File: src/rtl/ps2_key_event.sv
`default_nettype none
// ============================================================================
// Module      : ps2_key_event
// Description : PS/2 keyboard front-end: frame receiver, scan-code set 2
//               prefix decoder, held-key tracking and an event FIFO with a
//               valid/ready output. Optional parity check is enabled by
//               defining PS2_KEY_EVENT_PARITY_CHECK_EN.
// Revision    : 1.0 - initial release
// ============================================================================
module ps2_key_event #(
    parameter int FIFO_DEPTH = 8,
    parameter int CNT_W      = 8,
    parameter int TIMEOUT    = 50000
) (
    input  logic             clk,
    input  logic             rst,
    input  logic             ps2_clk,
    input  logic             ps2_data,
    output logic             evt_valid,
    input  logic             evt_ready,
    output logic [7:0]       evt_code,
    output logic             evt_ext,
    output logic             evt_break,
    output logic             key_held,
    output logic [8:0]       held_code,
    output logic [CNT_W-1:0] press_cnt,
    output logic             overflow,
    output logic             frame_err
);

    localparam int c_ptr_w = $clog2(FIFO_DEPTH);
    localparam int c_wd_w  = $clog2(TIMEOUT + 1);
    localparam logic [c_wd_w-1:0] c_wd_last = c_wd_w'(TIMEOUT - 1);

    typedef enum logic [0:0] {
        RX_IDLE  = 1'b0,
        RX_SHIFT = 1'b1
    } rx_state_t;

    typedef enum logic [2:0] {
        DEC_BASE    = 3'd0,
        DEC_EXT     = 3'd1,
        DEC_BRK     = 3'd2,
        DEC_EXT_BRK = 3'd3,
        DEC_PAUSE   = 3'd4
    } dec_state_t;

    logic [2:0]        r_clk_sync;
    logic [1:0]        r_dat_sync;
    logic              w_fall;
    logic              w_bit;

    rx_state_t         r_rx_state, w_rx_next;
    logic [3:0]        r_bit_cnt;
    logic [7:0]        r_shift;
    logic [c_wd_w-1:0] r_wd;
    logic              w_wd_expire;
    logic              w_stop;
    logic              w_frame_ok;
    logic              r_byte_done;
    logic [7:0]        r_byte;
    logic              r_frame_err;
`ifdef PS2_KEY_EVENT_PARITY_CHECK_EN
    logic              r_par;
`endif

    dec_state_t        r_dec_state, w_dec_next;
    logic [2:0]        r_skip, w_skip_next;
    logic              w_evt_push;
    logic              w_evt_ext;
    logic              w_evt_brk;
    logic              w_make_new;

    logic              r_key_held;
    logic [8:0]        r_held_code;
    logic [CNT_W-1:0]  r_press_cnt;
    logic              r_overflow;

    logic [9:0]        r_mem [FIFO_DEPTH];
    logic [c_ptr_w:0]  r_wr_ptr, r_rd_ptr;
    logic              w_empty, w_full, w_pop, w_push_ok;
    logic [9:0]        w_head;

    // Sync chains idle high so reset never fabricates a falling edge
    always_ff @(posedge clk) begin
        if (rst) begin
            r_clk_sync <= 3'b111;
            r_dat_sync <= 2'b11;
        end else begin
            r_clk_sync <= {r_clk_sync[1:0], ps2_clk};
            r_dat_sync <= {r_dat_sync[0], ps2_data};
        end
    end

    assign w_fall = r_clk_sync[2] & ~r_clk_sync[1];
    assign w_bit  = r_dat_sync[1];

`ifdef PS2_KEY_EVENT_PARITY_CHECK_EN
    assign w_frame_ok = w_bit & (^{r_shift, r_par});
`else
    assign w_frame_ok = w_bit;
`endif

    always_comb begin
        w_rx_next   = r_rx_state;
        w_wd_expire = 1'b0;
        w_stop      = 1'b0;
        case (r_rx_state)
            RX_IDLE: begin
                if (w_fall && !w_bit) w_rx_next = RX_SHIFT;
            end
            RX_SHIFT: begin
                // Watchdog wins over a coincident edge
                if (r_wd == c_wd_last) begin
                    w_wd_expire = 1'b1;
                    w_rx_next   = RX_IDLE;
                end else if (w_fall && (r_bit_cnt == 4'd9)) begin
                    w_stop    = 1'b1;
                    w_rx_next = RX_IDLE;
                end
            end
            default: w_rx_next = RX_IDLE;
        endcase
    end

    always_ff @(posedge clk) begin
        if (rst) begin
            r_rx_state  <= RX_IDLE;
            r_bit_cnt   <= 4'd0;
            r_shift     <= 8'd0;
            r_wd        <= '0;
            r_byte_done <= 1'b0;
            r_byte      <= 8'd0;
            r_frame_err <= 1'b0;
`ifdef PS2_KEY_EVENT_PARITY_CHECK_EN
            r_par       <= 1'b0;
`endif
        end else begin
            r_rx_state  <= w_rx_next;
            r_byte_done <= w_stop && w_frame_ok;
            if (w_stop && w_frame_ok) r_byte <= r_shift;
            if ((w_stop && !w_frame_ok) || w_wd_expire) r_frame_err <= 1'b1;
            if ((r_rx_state == RX_IDLE) || w_fall) r_wd <= '0;
            else                                   r_wd <= r_wd + c_wd_w'(1);
            if (r_rx_state == RX_IDLE) begin
                r_bit_cnt <= 4'd0;
            end else if (w_fall) begin
                if (r_bit_cnt < 4'd8) r_shift <= {w_bit, r_shift[7:1]};
`ifdef PS2_KEY_EVENT_PARITY_CHECK_EN
                else if (r_bit_cnt == 4'd8) r_par <= w_bit;
`endif
                r_bit_cnt <= r_bit_cnt + 4'd1;
            end
        end
    end

    always_comb begin
        w_dec_next  = r_dec_state;
        w_skip_next = r_skip;
        w_evt_push  = 1'b0;
        w_evt_ext   = 1'b0;
        w_evt_brk   = 1'b0;
        if (r_byte_done) begin
            case (r_dec_state)
                DEC_BASE: begin
                    if (r_byte == 8'hE0) begin
                        w_dec_next = DEC_EXT;
                    end else if (r_byte == 8'hF0) begin
                        w_dec_next = DEC_BRK;
                    end else if (r_byte == 8'hE1) begin
                        w_dec_next  = DEC_PAUSE;
                        w_skip_next = 3'd7;
                    end else begin
                        w_evt_push = 1'b1;
                    end
                end
                DEC_EXT: begin
                    if (r_byte == 8'hF0) begin
                        w_dec_next = DEC_EXT_BRK;
                    end else begin
                        w_evt_push = 1'b1;
                        w_evt_ext  = 1'b1;
                        w_dec_next = DEC_BASE;
                    end
                end
                DEC_BRK: begin
                    w_evt_push = 1'b1;
                    w_evt_brk  = 1'b1;
                    w_dec_next = DEC_BASE;
                end
                DEC_EXT_BRK: begin
                    w_evt_push = 1'b1;
                    w_evt_ext  = 1'b1;
                    w_evt_brk  = 1'b1;
                    w_dec_next = DEC_BASE;
                end
                DEC_PAUSE: begin
                    w_skip_next = r_skip - 3'd1;
                    if (r_skip == 3'd1) w_dec_next = DEC_BASE;
                end
                default: w_dec_next = DEC_BASE;
            endcase
        end
    end

    always_ff @(posedge clk) begin
        if (rst) begin
            r_dec_state <= DEC_BASE;
            r_skip      <= 3'd0;
        end else begin
            r_dec_state <= w_dec_next;
            r_skip      <= w_skip_next;
        end
    end

    // A repeat of the held key is typematic and does not count as a press
    assign w_make_new = w_evt_push && !w_evt_brk &&
                        (!r_key_held || (r_held_code != {w_evt_ext, r_byte}));

    always_ff @(posedge clk) begin
        if (rst) begin
            r_key_held  <= 1'b0;
            r_held_code <= 9'd0;
            r_press_cnt <= '0;
        end else if (w_make_new) begin
            r_key_held  <= 1'b1;
            r_held_code <= {w_evt_ext, r_byte};
            r_press_cnt <= r_press_cnt + CNT_W'(1);
        end else if (w_evt_push && w_evt_brk && (r_held_code == {w_evt_ext, r_byte})) begin
            r_key_held  <= 1'b0;
        end
    end

    assign w_empty   = (r_wr_ptr == r_rd_ptr);
    assign w_full    = (r_wr_ptr[c_ptr_w] != r_rd_ptr[c_ptr_w]) &&
                       (r_wr_ptr[c_ptr_w-1:0] == r_rd_ptr[c_ptr_w-1:0]);
    assign w_pop     = !w_empty && evt_ready;
    assign w_push_ok = w_evt_push && (!w_full || w_pop);

    always_ff @(posedge clk) begin
        if (w_push_ok) r_mem[r_wr_ptr[c_ptr_w-1:0]] <= {w_evt_ext, w_evt_brk, r_byte};
    end

    always_ff @(posedge clk) begin
        if (rst) begin
            r_wr_ptr   <= '0;
            r_rd_ptr   <= '0;
            r_overflow <= 1'b0;
        end else begin
            if (w_push_ok) r_wr_ptr <= r_wr_ptr + (c_ptr_w + 1)'(1);
            if (w_pop)     r_rd_ptr <= r_rd_ptr + (c_ptr_w + 1)'(1);
            if (w_evt_push && w_full && !w_pop) r_overflow <= 1'b1;
        end
    end

    assign w_head    = r_mem[r_rd_ptr[c_ptr_w-1:0]];
    assign evt_valid = !w_empty;
    assign evt_code  = w_empty ? 8'd0 : w_head[7:0];
    assign evt_break = w_empty ? 1'b0 : w_head[8];
    assign evt_ext   = w_empty ? 1'b0 : w_head[9];
    assign key_held  = r_key_held;
    assign held_code = r_held_code;
    assign press_cnt = r_press_cnt;
    assign overflow  = r_overflow;
    assign frame_err = r_frame_err;

endmodule
`default_nettype wire
File: config.mk
export PLATFORM = sky130hd
export DESIGN_NAME = ps2_key_event
export DESIGN_NICKNAME = d
export VERILOG_FILES = /design/src/rtl/ps2_key_event.sv
export SDC_FILE = /design/constraint.sdc
export NUM_CORES = 1
export LEC_CHECK = 0
export BUFFER_PORTS_ARGS = -buffer_cell sky130_fd_sc_hd__buf_2
export CAP_MARGIN = 0
export CORE_ASPECT_RATIO = 1.75
export CORE_MARGIN = 3
export CORE_UTILIZATION = 50
export CTS_CLUSTER_DIAMETER = 30
export DETAILED_ROUTE_END_ITERATION = 8
export PLACE_DENSITY = 0.67
export SYNTH_ARGS = -nofsm -noshare
export SYNTH_HDL_FRONTEND = slang
export SYNTH_SLANG_ARGS = --single-unit
File: constraint.sdc
create_clock -name clk -period 5.41 [get_ports clk]
set_input_delay 0 -clock clk [delete_from_list [all_inputs] [get_ports clk]]
set_output_delay 0 -clock clk [all_outputs]
set_load 0.03 [all_outputs]
==> flow_metrics.env <==
export IMPL_avgSynthCellArea_sq_um=12.66
export IMPL_drv_cap=0
export IMPL_synthTopCellsByArea="edfxtp_1 36%, dfxtp_1 24%, mux4_2 6.7%"
export IMPL_cp_max_fo=12
export IMPL_worstSetupEndpoint="r_mem[3][1]"
export IMPL_cts_max_level=4
export IMPL_seq_area_sq_mm=0.004004
export IMPL_root_buffer="clkbuf_16"
export IMPL_rr_worst_depth=5
export IMPL_drt_total_wl_um=12540
export IMPL_clk_pin_slew_ns=0.06
export IMPL_final_cell_mix="80 x dfxtp_1, 80 x edfxtp_1, 77 x nor2_1, 37 x mux2i_1, 35 x buf_2"
export IMPL_synth_edf_count=80
export IMPL_grt_overflow=0
export IMPL_yosys_register_bits=160
export IMPL_avgRoutedWirePerCell_um=16.56
export IMPL_tritoncts="yes"
export IMPL_ys_types=55
export IMPL_yosysTopAreaCell="edfxtp_1"
export IMPL_fin_nets=586
export IMPL_crit_type="flip-flop to flip-flop"
export IMPL_worstPathArrival_ns=3.03
export IMPL_avgViaCountPerCell=5.312
export IMPL_crit_chain="nand4bb_1 > o41ai_1 > a21oi_1 > nand2b_1 > nor2_1"
export IMPL_drive_gt1_share_pct=19.97
export IMPL_ios=36
export IMPL_period_needed_ns=2.930
export IMPL_grt_total_usage_pct=18.24
export IMPL_syn_num_nets=546
export IMPL_maxSlewHeadroom_pct=21.52
export IMPL_port_buffers=35
export IMPL_worst_pin_slew_ns=1.168
export IMPL_critPathLaunch="r_byte[7]"
export IMPL_fin_skew_ns=0.01180
export IMPL_cts_sinks=160
export IMPL_antenna_left=0
export IMPL_cp_end_kind="flip-flop"
export IMPL_grt_max_degree=77
export IMPL_initial_core_util_pct=51.63
export IMPL_ys_seq_area_share_pct=59.31
export IMPL_dr_pass1_iters=5
export IMPL_synth_top_area_share_pct=35.59
export IMPL_diodes=0
export IMPL_max_stage_delay_ns=0.93
export IMPL_rsz0062_at_grt="false"
export IMPL_syn_inst=533
export IMPL_die_width_um=93.83
export IMPL_areaGrowthSynthToFinish_pct=14.29
export IMPL_slowest_stage="o41ai_1"
export IMPL_drc=0
export IMPL_total_power_uw=2443
export IMPL_antenna_found_initial=0
export IMPL_drtIter0Drc=255
export IMPL_setup_viol=0
export IMPL_pwr_density_cell_mw_per_mm2=316.6
export IMPL_power_leakage_uw=0.002612
export IMPL_core_area_sq_mm=0.01308
export IMPL_reg2reg_slack_ns=2.48
export IMPL_timing_final_hold_violations=0
export IMPL_final_max_slew_viol_count=0
export IMPL_multiInputGateArea_sq_mm=0.002590
export IMPL_reg2reg_to="r_mem[3][1]"
export IMPL_status="finished, final reports clean"
export IMPL_worstSetupStartpointType="flip-flop"
export IMPL_required_ns=5.51
export IMPL_vias=4021
export IMPL_grt_pass1_wl_um=21100
export IMPL_ir_drop_uv=268.3
export IMPL_nFillCells=1086
export IMPL_dieArea_sq_mm=0.01499
export IMPL_r2r_start="r_byte[7]"
export IMPL_synth_top_flop_cell="edfxtp_1"
export IMPL_die_y_um=159.7
export IMPL_cts_made_buffers=17
export IMPL_clkLatencyLatePin_ns=0.42
export IMPL_grt_pass1_vias=4117
export IMPL_whs_ns=0.2040
export IMPL_yosysWarnings=0
export IMPL_fin_crit_sh_pct=54.16
export IMPL_rows=55
export IMPL_netlist_area_sq_mm=0.006750
export IMPL_hp_class="input pin to flip-flop"
export IMPL_fmax_mhz=341.3
export IMPL_cts_max_path_buffers=2
export IMPL_post_cts_buffers=0
export IMPL_gp_congestion=0.8136
export IMPL_fin_setup_tns_ns=0
export IMPL_place_hpwl_um=8731
export IMPL_synth_async_reset_ratio_pct=0
## synth_stat cells (4+ instances only)
master and number:
dfxtp_1 80, edfxtp_1 80, nor2_1 77, mux2i_1 37, nand2_1 21, nand2b_1 21, xnor2_1 21, mux4_2 20
clkbuf_1 18, inv_1 13, a21oi_1 12, xor2_1 12, nand4_1 11, nand3_1 9, nor2b_1 9, ha_1 8
nor3_1 7, and3_1 6, buf_2 6, or2_2 6, a211oi_1 5, mux2_1 5, nor3b_1 5, o21ai_0 5
mux2_2 4
## per-layer routing
layer	wire (um)	track usage [%]	part of all wire (%)	vias to the layer above
met5	0	0	0	-
met1	4853	20.35	39	1943
met3	349	4.665	2.8	25
met4	295	7.232	2.4	0
met2	7039	32.51	56	61
li1	-	-	-	1992
## what timing repair did
action | CTS | global route
hold buffers | 3 | 0
hold endpoints to repair | 6 | 0
resized for setup | 0 | 0
endpoints found under the setup margin | 0 | 0
## worst min path at each step
stage / from / to / slack (ns) / cells after the start
2_1_floorplan: ps2_clk / r_clk_sync[0] / 0.10 / 1
3_3_place_gp: ps2_data / r_dat_sync[0] / 0.18 / 2
3_5_place_dp: ps2_data / r_dat_sync[0] / 0.19 / 2
4_1_cts: rst / r_shift[7] / 0.19 / 3
5_1_grt: rst / r_dec_state[1] / 0.23 / 3
6_report: rst / r_dec_state[1] / 0.20 / 3
## layout make-up
type	instances	share of cell area (%)
sequential	160	51.90
multi-input combinational	334	33.57
clock buffer	17	5.514
timing repair buffer	47	3.536
tap	171	2.773
clock inverter	15	2.076
inverter	13	0.6325
## report_power, final
part	switching (uW)	internal (uW)
Clock	479	683
Combinational	10.6	7.30
Sequential	0.813	1260
## worst max-delay path, delay by kind of cell (launching register included)
family,cells,cell delay (ns)
AOI/OAI and AO/OA,2,1.17
DFF,1,0.61
and+or+nand+nor,3,0.84
## registers in the layout, summed over array words and instances, names as in the netlist, named ones only
| signal | flops |
|---|---|
| r_byte_done | 1 |
| r_wd | 16 |
| r_wr_ptr | 4 |
| r_byte | 8 |
| r_clk_sync | 3 |
| r_mem | 80 |
| r_bit_cnt | 4 |
| held_code | 9 |
| r_dec_state | 3 |
| key_held | 1 |
| r_rd_ptr | 4 |
| frame_err | 1 |
| overflow | 1 |
| press_cnt | 8 |
| r_skip | 3 |
| r_dat_sync | 2 |
| r_rx_state | 1 |
| r_shift | 8 |
## cell families after synthesis
kind of cell    after synthesis  synth area share, %
xor+xnor                     33                4.282
mux                          67                13.88
simple gates                190                14.57
fa+ha+maj                     8                1.483
buf+inv                      39                2.391
flops                       160                59.31
compound gates               36                4.078
## per-stage QoR
| step | instances | cell area (sq um) | setup WS, ns | utilization [%] |
|---|---|---|---|---|
| after floorplan | 533 | 6750 | 2.747 | - |
| after global placement | 722 | 7099 | 2.587 | 54.30 |
| after detailed placement | 722 | 7099 | 2.425 | 54.30 |
| after CTS | 757 | 7715 | 2.414 | 59.00 |
| after global routing | 757 | 7715 | 2.219 | 59.00 |
| final | 757 | 7715 | 2.480 | 59.00 |
Power figures use the tool's default switching activity.
